### src/rtl/wb_arb2_if.sv
// wb_arb2_if: Wishbone classic bus bundle; master modport drives the request, slave modport answers it
interface wb_arb2_if #(
  parameter int AW = 10,
  parameter int DW = 32
);
  localparam int SW = DW / 8;
  logic          cyc;
  logic          stb;
  logic          we;
  logic [AW-1:0] adr;
  logic [DW-1:0] dat_w;
  logic [SW-1:0] sel;
  logic          ack;
  logic          err;
  logic [DW-1:0] dat_r;
  modport master (output cyc, stb, we, adr, dat_w, sel, input ack, err, dat_r);
  modport slave (input cyc, stb, we, adr, dat_w, sel, output ack, err, dat_r);
endinterface

### src/rtl/wb_arb2.sv
// wb_arb2: two-master round-robin Wishbone classic arbiter; watchdog/ERR/DRAIN built only with WB_ARB2_TIMEOUT_EN
module wb_arb2 #(
  parameter int AW = 10,
  parameter int DW = 32,
  parameter int TIMEOUT = 255
) (
  input logic      clk_i,
  input logic      rst_ni,
  wb_arb2_if.slave  m0,
  wb_arb2_if.slave  m1,
  wb_arb2_if.master s
);
`ifdef WB_ARB2_TIMEOUT_EN
  typedef enum logic [2:0] {IDLE, GNT0, GNT1, ERR, DRAIN} state_t;
`else
  typedef enum logic [1:0] {IDLE, GNT0, GNT1} state_t;
`endif
  state_t state, state_n;
  logic last, last_n, gnt, own_cyc, own_stb, in_err;
  assign gnt = (state == GNT0) || (state == GNT1);
  assign own_cyc = last ? m1.cyc : m0.cyc;
  assign own_stb = last ? m1.stb : m0.stb;
`ifdef WB_ARB2_TIMEOUT_EN
  localparam int WW = $clog2(TIMEOUT + 1);
  logic [WW-1:0] wdt;
  logic expired;
  assign expired = own_stb && !s.ack && (wdt == WW'(TIMEOUT));
  assign in_err = state == ERR;
  // stall counter: runs only while the owner's strobe waits on the slave
  always_ff @(posedge clk_i or negedge rst_ni)
    if (!rst_ni) wdt <= '0;
    else wdt <= (gnt && own_stb && !s.ack) ? wdt + 1'b1 : '0;
`else
  assign in_err = 1'b0;
`endif
  // state and last-granted register; reset favours master 0 on the first tie
  always_ff @(posedge clk_i or negedge rst_ni)
    if (!rst_ni) begin
      state <= IDLE;
      last <= 1'b1;
    end else begin
      state <= state_n;
      last <= last_n;
    end
  // grant from IDLE only, so every ownership change crosses an IDLE cycle
  always_comb begin
    state_n = state;
    last_n = last;
    if (state == IDLE) begin
      if (m0.cyc && (!m1.cyc || last)) begin
        state_n = GNT0;
        last_n = 1'b0;
      end else if (m1.cyc) begin
        state_n = GNT1;
        last_n = 1'b1;
      end
    end else if (gnt) begin
      if (!own_cyc) state_n = IDLE;
`ifdef WB_ARB2_TIMEOUT_EN
      else if (expired) state_n = ERR;
    end else if (state == ERR) begin
      state_n = DRAIN;
    end else if (!own_cyc) begin
      state_n = IDLE;
`endif
    end
  end
  assign s.cyc = (gnt && own_cyc) || in_err;
  assign s.stb = gnt && own_stb;
  assign s.we = gnt && (last ? m1.we : m0.we);
  assign s.adr = gnt ? (last ? m1.adr : m0.adr) : '0;
  assign s.dat_w = gnt ? (last ? m1.dat_w : m0.dat_w) : '0;
  assign s.sel = gnt ? (last ? m1.sel : m0.sel) : '0;
  assign m0.ack = (state == GNT0) && s.ack && m0.cyc && m0.stb;
  assign m1.ack = (state == GNT1) && s.ack && m1.cyc && m1.stb;
  assign m0.err = in_err && !last;
  assign m1.err = in_err && last;
  assign m0.dat_r = s.dat_r;
  assign m1.dat_r = s.dat_r;
endmodule

### src/flat_wrapper.sv
// flat-port wrapper written by rule: the top's interface ports become plain ports
module wb_arb2_flat 
#(
  parameter int AW = 10,
  parameter int DW = 32,
  parameter int TIMEOUT = 255
)
  (clk_i, rst_ni, m0_cyc, m0_stb, m0_we, m0_adr, m0_dat_w, m0_sel, m0_ack, m0_err, m0_dat_r, m1_cyc, m1_stb, m1_we, m1_adr, m1_dat_w, m1_sel, m1_ack, m1_err, m1_dat_r, s_cyc, s_stb, s_we, s_adr, s_dat_w, s_sel, s_ack, s_err, s_dat_r);
  wb_arb2_if #(.AW(AW), .DW(DW)) m0_i ();
  wb_arb2_if #(.AW(AW), .DW(DW)) m1_i ();
  wb_arb2_if #(.AW(AW), .DW(DW)) s_i ();
  input logic clk_i;
  input logic rst_ni;
  input wire logic [$bits(m0_i.cyc)-1:0] m0_cyc;
  input wire logic [$bits(m0_i.stb)-1:0] m0_stb;
  input wire logic [$bits(m0_i.we)-1:0] m0_we;
  input wire logic [$bits(m0_i.adr)-1:0] m0_adr;
  input wire logic [$bits(m0_i.dat_w)-1:0] m0_dat_w;
  input wire logic [$bits(m0_i.sel)-1:0] m0_sel;
  output wire logic [$bits(m0_i.ack)-1:0] m0_ack;
  output wire logic [$bits(m0_i.err)-1:0] m0_err;
  output wire logic [$bits(m0_i.dat_r)-1:0] m0_dat_r;
  input wire logic [$bits(m1_i.cyc)-1:0] m1_cyc;
  input wire logic [$bits(m1_i.stb)-1:0] m1_stb;
  input wire logic [$bits(m1_i.we)-1:0] m1_we;
  input wire logic [$bits(m1_i.adr)-1:0] m1_adr;
  input wire logic [$bits(m1_i.dat_w)-1:0] m1_dat_w;
  input wire logic [$bits(m1_i.sel)-1:0] m1_sel;
  output wire logic [$bits(m1_i.ack)-1:0] m1_ack;
  output wire logic [$bits(m1_i.err)-1:0] m1_err;
  output wire logic [$bits(m1_i.dat_r)-1:0] m1_dat_r;
  output wire logic [$bits(s_i.cyc)-1:0] s_cyc;
  output wire logic [$bits(s_i.stb)-1:0] s_stb;
  output wire logic [$bits(s_i.we)-1:0] s_we;
  output wire logic [$bits(s_i.adr)-1:0] s_adr;
  output wire logic [$bits(s_i.dat_w)-1:0] s_dat_w;
  output wire logic [$bits(s_i.sel)-1:0] s_sel;
  input wire logic [$bits(s_i.ack)-1:0] s_ack;
  input wire logic [$bits(s_i.err)-1:0] s_err;
  input wire logic [$bits(s_i.dat_r)-1:0] s_dat_r;
  assign m0_i.cyc = m0_cyc;
  assign m0_i.stb = m0_stb;
  assign m0_i.we = m0_we;
  assign m0_i.adr = m0_adr;
  assign m0_i.dat_w = m0_dat_w;
  assign m0_i.sel = m0_sel;
  assign m0_ack = m0_i.ack;
  assign m0_err = m0_i.err;
  assign m0_dat_r = m0_i.dat_r;
  assign m1_i.cyc = m1_cyc;
  assign m1_i.stb = m1_stb;
  assign m1_i.we = m1_we;
  assign m1_i.adr = m1_adr;
  assign m1_i.dat_w = m1_dat_w;
  assign m1_i.sel = m1_sel;
  assign m1_ack = m1_i.ack;
  assign m1_err = m1_i.err;
  assign m1_dat_r = m1_i.dat_r;
  assign s_cyc = s_i.cyc;
  assign s_stb = s_i.stb;
  assign s_we = s_i.we;
  assign s_adr = s_i.adr;
  assign s_dat_w = s_i.dat_w;
  assign s_sel = s_i.sel;
  assign s_i.ack = s_ack;
  assign s_i.err = s_err;
  assign s_i.dat_r = s_dat_r;
  wb_arb2 #(.AW(AW), .DW(DW), .TIMEOUT(TIMEOUT)) u_core (.clk_i(clk_i), .rst_ni(rst_ni), .m0(m0_i), .m1(m1_i), .s(s_i));
endmodule
### config.mk
export PLATFORM = sky130hd
export DESIGN_NAME = wb_arb2_flat
export DESIGN_NICKNAME = d
export VERILOG_FILES = /design/src/rtl/wb_arb2_if.sv /design/src/rtl/wb_arb2.sv /design/src/flat_wrapper.sv
export SDC_FILE = /design/constraint.sdc
export NUM_CORES = 1
export LEC_CHECK = 0
export ABC_AREA = 1
export CAP_MARGIN = 20
export CORE_AREA = 2 2 98 100
export DETAILED_ROUTE_END_ITERATION = 12
export DIE_AREA = 0 0 100 102
export PLACE_DENSITY = 0.74
export SLEW_MARGIN = 30
export SYNTH_ARGS = -nofsm -noshare
export SYNTH_HDL_FRONTEND = slang
export SYNTH_SLANG_ARGS = --single-unit
### constraint.sdc
create_clock -name clk_i -period 1.7 [get_ports clk_i]
set_input_delay 0.34 -clock clk_i [delete_from_list [all_inputs] [get_ports clk_i]]
set_output_delay 0.34 -clock clk_i [all_outputs]
set_load 0.01 [all_outputs]
### Yosys cells after proc, flatten, opt, wreduce, memory -nomap -nowiden

Cells that the tools add are included.
Widths: inputs -> output; s select.

* register bits after elaboration: 3
* latch bits: 0
* RAM bits: 0
* memory bits (read-only): 0
* logic and storage cells: 40
* memories: 0

* $add $sub $neg: 0
* multipliers: 0
* div/mod/pow operators: 0
* magnitude comparators: 0
* eq/ne operators: 4
* shifts and indexed selects: 0
* muxes and demuxes: 16
* bitwise operators: 0
* reductions and logical operators: 18

Operators with widths (number)
* $mux 32: 2
* $mux 10: 2
* $logic_and 1x1->1: 10
* $mux 2: 5
* $mux 4: 2
* $mux 1: 5
* $reduce_bool 2->1: 2
* $ne 3x3->1 const B: 1
* $reduce_and 3->1: 1
* $eq 2x1->1 const B: 1
* $eq 2x2->1 const B: 1
* $logic_not 2->1: 1
* $logic_or 1x1->1: 2
* $ne 2x2->1 const B: 1
* $reduce_and 2->1: 1
* $logic_not 1->1: 1

### Depth between registers and ports, before layout

* depth after elaboration: 5
* gate-level depth with buffers: 7

### Worst setup path before layout

No wires, ideal clock.

* path type: register -> output
* from: reg u_core.state[0]
* to: out s_adr[0]
* data arrival time: 1305 ps
* data required time: 1360 ps
* setup slack: 55 ps
* cell stages (with the launch flop): 7
* buffers on the path: 2
* cell sequence: dfrtp_1 > inv_1 > ha_1 > buf_2 > buf_2 > o21ai_0 > nor2_1

* word-level cells in the longest chain between the ends: 3
* elaborated cells between the ends (all ways): 4

Ends and longest elaborated chain
* start, declared: RTL line wb_arb2.sv:18 `state_t state, state_n;`
* start signal, assigned: RTL line wb_arb2.sv:42 `state <= state_n;`
* $eq 2x1->1 / $eq 2x2->1 (equally long branches): RTL line wb_arb2.sv:20 `assign gnt = (state == GNT0) || (state == GNT1);`
* $logic_or 1x1->1 (*): RTL line wb_arb2.sv:20
* $mux 10 (*): RTL line wb_arb2.sv:71 `assign s.adr = gnt ? (last ? m1.adr : m0.adr) : '0;`
* end, declared: RTL line flat_wrapper.sv:35 `output wire logic [$bits(s_i.adr)-1:0] s_adr;`

Mark *: on every way between the ends. The rest lies on a longest branch, timed or not.

### Worst setup path after layout

* from: reg u_core.state[1]
* to: out s_dat_w[25]

* word-level cells in the longest chain between the ends: 3
* elaborated cells between the ends (all ways): 4

Ends and longest elaborated chain
* $eq 2x1->1 / $eq 2x2->1 (equally long branches): RTL line wb_arb2.sv:20
* $logic_or 1x1->1 (*): RTL line wb_arb2.sv:20
* $mux 32 (*): RTL line wb_arb2.sv:72 `assign s.dat_w = gnt ? (last ? m1.dat_w : m0.dat_w) : '0;`
* end, declared: RTL line flat_wrapper.sv:36 `output wire logic [$bits(s_i.dat_w)-1:0] s_dat_w;`

Marks and branches as above.

==> impl_results.md <==
* Clk_skew at 0.000324 ns
* Final worst setup slack at -0.110 ns
* Post-route ant nets at 0
* First-pass GRT wire length at 10.5 mm
* Clock-pin transition on the worst setup and hold timing paths at approximately 0.030 ns
* Setup WS pre-CTS at -0.426 ns
* Diode count at 0
* Count of buffers from port buffering at about 150
* Final TNS setup at -2.29 ns
* DRT iter0 DRCs at between 40 and 50
* Max Clk Rate at 552 MHz
* Power Density at 1640 nW/µm²
* Layout net count at 512
* Clock Sinks at 3
* Max Cap Viol at 0
* Warnings, synthesis at 0
* Initial antenna violation count at 0
* Initial Util at between 10% and 20%
* Pwr Total at 4.42 mW
* TritonCTS clock tree: yes
* Pleak at 1.29 nW
* Min cycle time layout at 1.81 ns
* CP startpoint kind: flip-flop
* Crit path max fanout at 26
* Die ar. at just over 10,000 µm²
* Seq cells post-synth at 3
* Max IR drop VDD at 0.642 mV
* Crit path kind: reg -> out
* Final std cells w/o fill at 484
* DIE HEIGHT at roughly 100 µm
* H-Tree Depth at 1
* Failing checks: setup timing
* Hold Vio Cnt, Final at 0
* Largest net degree at the start of global routing at 27
* Synthesized cell area at 1450 µm²
* RSZ-0062 raised after global routing: yes
* Period utilization at 106%
* Via-per-instance ratio at between 4 and 5
* Num ports at 251
* Total track usage at 12.9%
* Vias in the first global route at ~2,100
* Post-Place Cells at 465
* Setup-failing EPs final at 47
* Post-Synthesis Cells at between 200 and 300
* Mean routed wirelength per cell at 14.5 µm
* Die X at 100 µm
* CP required at 1.36 ns
* Status: complete, but fails checks
* Routability cong. at ~0.84
* Detailed-route wire length at about 7 mm
* CP arrival at 1.47 ns
* Standard-cell row count at 35
* Slew Limit Fails at 0
* P&R area growth vs syn at 86.2%
* Grt ovf at 0
* DRC at 0
* Post-synthesis sequential area ratio at 5.26%
* Avg Inst Size Synth at 5.51 µm²
* Share of cells above drive strength 1 at 27.1%
* Reg-to-reg slack, setup at 0.26 ns
* Maximum clock path buffer count at 2
* Crit. End Element: primary output
* Synth cell types at 21
* Total CTS buffers at 3
* Clk_lat worst skew at 0.22 ns
* Length of the first detailed-routing pass in iterations at 4
* HPWL after detailed placement at 5.49 mm
* Min-Delay Path Class: in -> async
* CTS root buffer: clkbuf_8
* Routed vias at 2,029
* Total core area at 9110 µm²
## path summary, 6_finish.rpt
kind / from / endpoint / cells after the start
worst max-delay path: u_core.state[1] / s_dat_w[25] / 6
worst min-delay path: rst_ni / u_core.state[1] / 1
worst max register to register: u_core.last / u_core.state[1] / 8
worst min register to register: u_core.state[1] / u_core.state[1] / 4
max in group asynchronous: rst_ni / u_core.last / 1
min in group clk_i: s_dat_r[29] / m1_dat_r[29] / 0
## state kept, by name (all words and copies together), names as in the netlist
signal	count
u_core.state	2
u_core.last	1
## cell usage in the layout, fill, tap and decap left out
cell type	synthesis	final
nand2_1	9	9
dfrtp_1	2	2
and3_1	1	1
a21oi_1	2	2
buf_16	0	1
buf_4	68	23
buf_12	0	3
clkdlybuf4s50_1	0	100
nor2_1	96	96
conb_1	1	2
dfstp_2	1	1
o21ai_1	2	35
inv_1	8	6
buf_2	4	51
ha_4	0	1
inv_2	1	2
o21ai_0	48	10
o21ai_2	0	5
clkbuf_1	5	1
inv_4	0	1
nand4_1	2	2
nand2_2	1	1
clkbuf_8	0	3
buf_6	2	7
nand3_1	3	3
nand3_2	1	1
ha_1	4	3
buf_8	0	1
## cell usage after synthesis
cell type | count | area, µm²
clkbuf_1 | 5 | 18.8
and3_1 | 1 | 6.26
dfrtp_1 | 2 | 50.1
inv_2 | 1 | 3.75
buf_4 | 68 | 510
nand3_2 | 1 | 10.0
clkbuf_2 | 2 | 10.0
nand4_1 | 2 | 12.5
buf_6 | 2 | 22.5
ha_1 | 4 | 50.1
nand2_2 | 1 | 6.26
o21ai_1 | 2 | 10.0
nand3_1 | 3 | 15.0
o21ai_0 | 48 | 240
nor2_1 | 96 | 360
conb_1 | 1 | 3.75
nand2_1 | 9 | 33.8
dfstp_2 | 1 | 26.3
buf_2 | 4 | 20.0
a21oi_1 | 2 | 10.0
inv_1 | 8 | 30.0
## final cells by class
cell class,instances,area [µm²]
inverter,9,36.3
timing repair buffer,186,1610
multi-input combinational,171,793
sequential,3,76.3
clock buffer,4,45.0
tap,111,139
fill,1013,6410
## worst max-delay path, stage by stage, from the launching register on
cell and delay (ns):
dfrtp_1 0.35, inv_2 0.06, ha_4 0.31, buf_12 0.16, o21ai_1 0.08, nor2_1 0.12, buf_2 0.16
## routing by layer
layer | wire [µm] | track usage (%) | vias up | share of wire (%)
li1 | - | - | 985 | -
met2 | 3540 | 24.0 | 113 | 50
met3 | 563 | 2.60 | 44 | 8.0
met5 | 0 | 0 | - | 0
met1 | 2650 | 14.3 | 887 | 38
met4 | 257 | 5.90 | 0 | 3.7
## power by group
part	internal, mW	switching (mW)	leakage (nW)	total [mW]
Clock	0.160	0.0483	0.0228	0.208
Sequential	0.113	0.0311	0.0363	0.144
Combinational	1.94	2.12	1.23	4.06
## repair_timing
item	in CTS	in global routing
setup buffers	10	3
resized for setup	236	29
cloned	3	0
setup endpoints to repair	51	49
pin swaps	7	4
hold buffers	0	0
## logic make-up after synthesis
logic type | Yosys count | share of synthesized area [%]
and+or+nand+nor | 113 | 30.6
buffers and inverters | 90 | 42.5
AOI/OAI and AO/OA | 52 | 17.9
other | 1 | 0.259
adders and majority gates | 4 | 3.45
DFF | 3 | 5.26
## per-stage QoR
step	area, µm²	hold WS, ns	util [%]
after floorplan	1450	0.0444	-
final	2700	0.313	29.6
after CTS	2740	0.312	30.1
after global placement	2710	0.537	29.8
after global routing	2700	0.323	29.6
after detailed placement	2710	0.542	29.8
No activity file was read; power rests on OpenSTA's default activity.
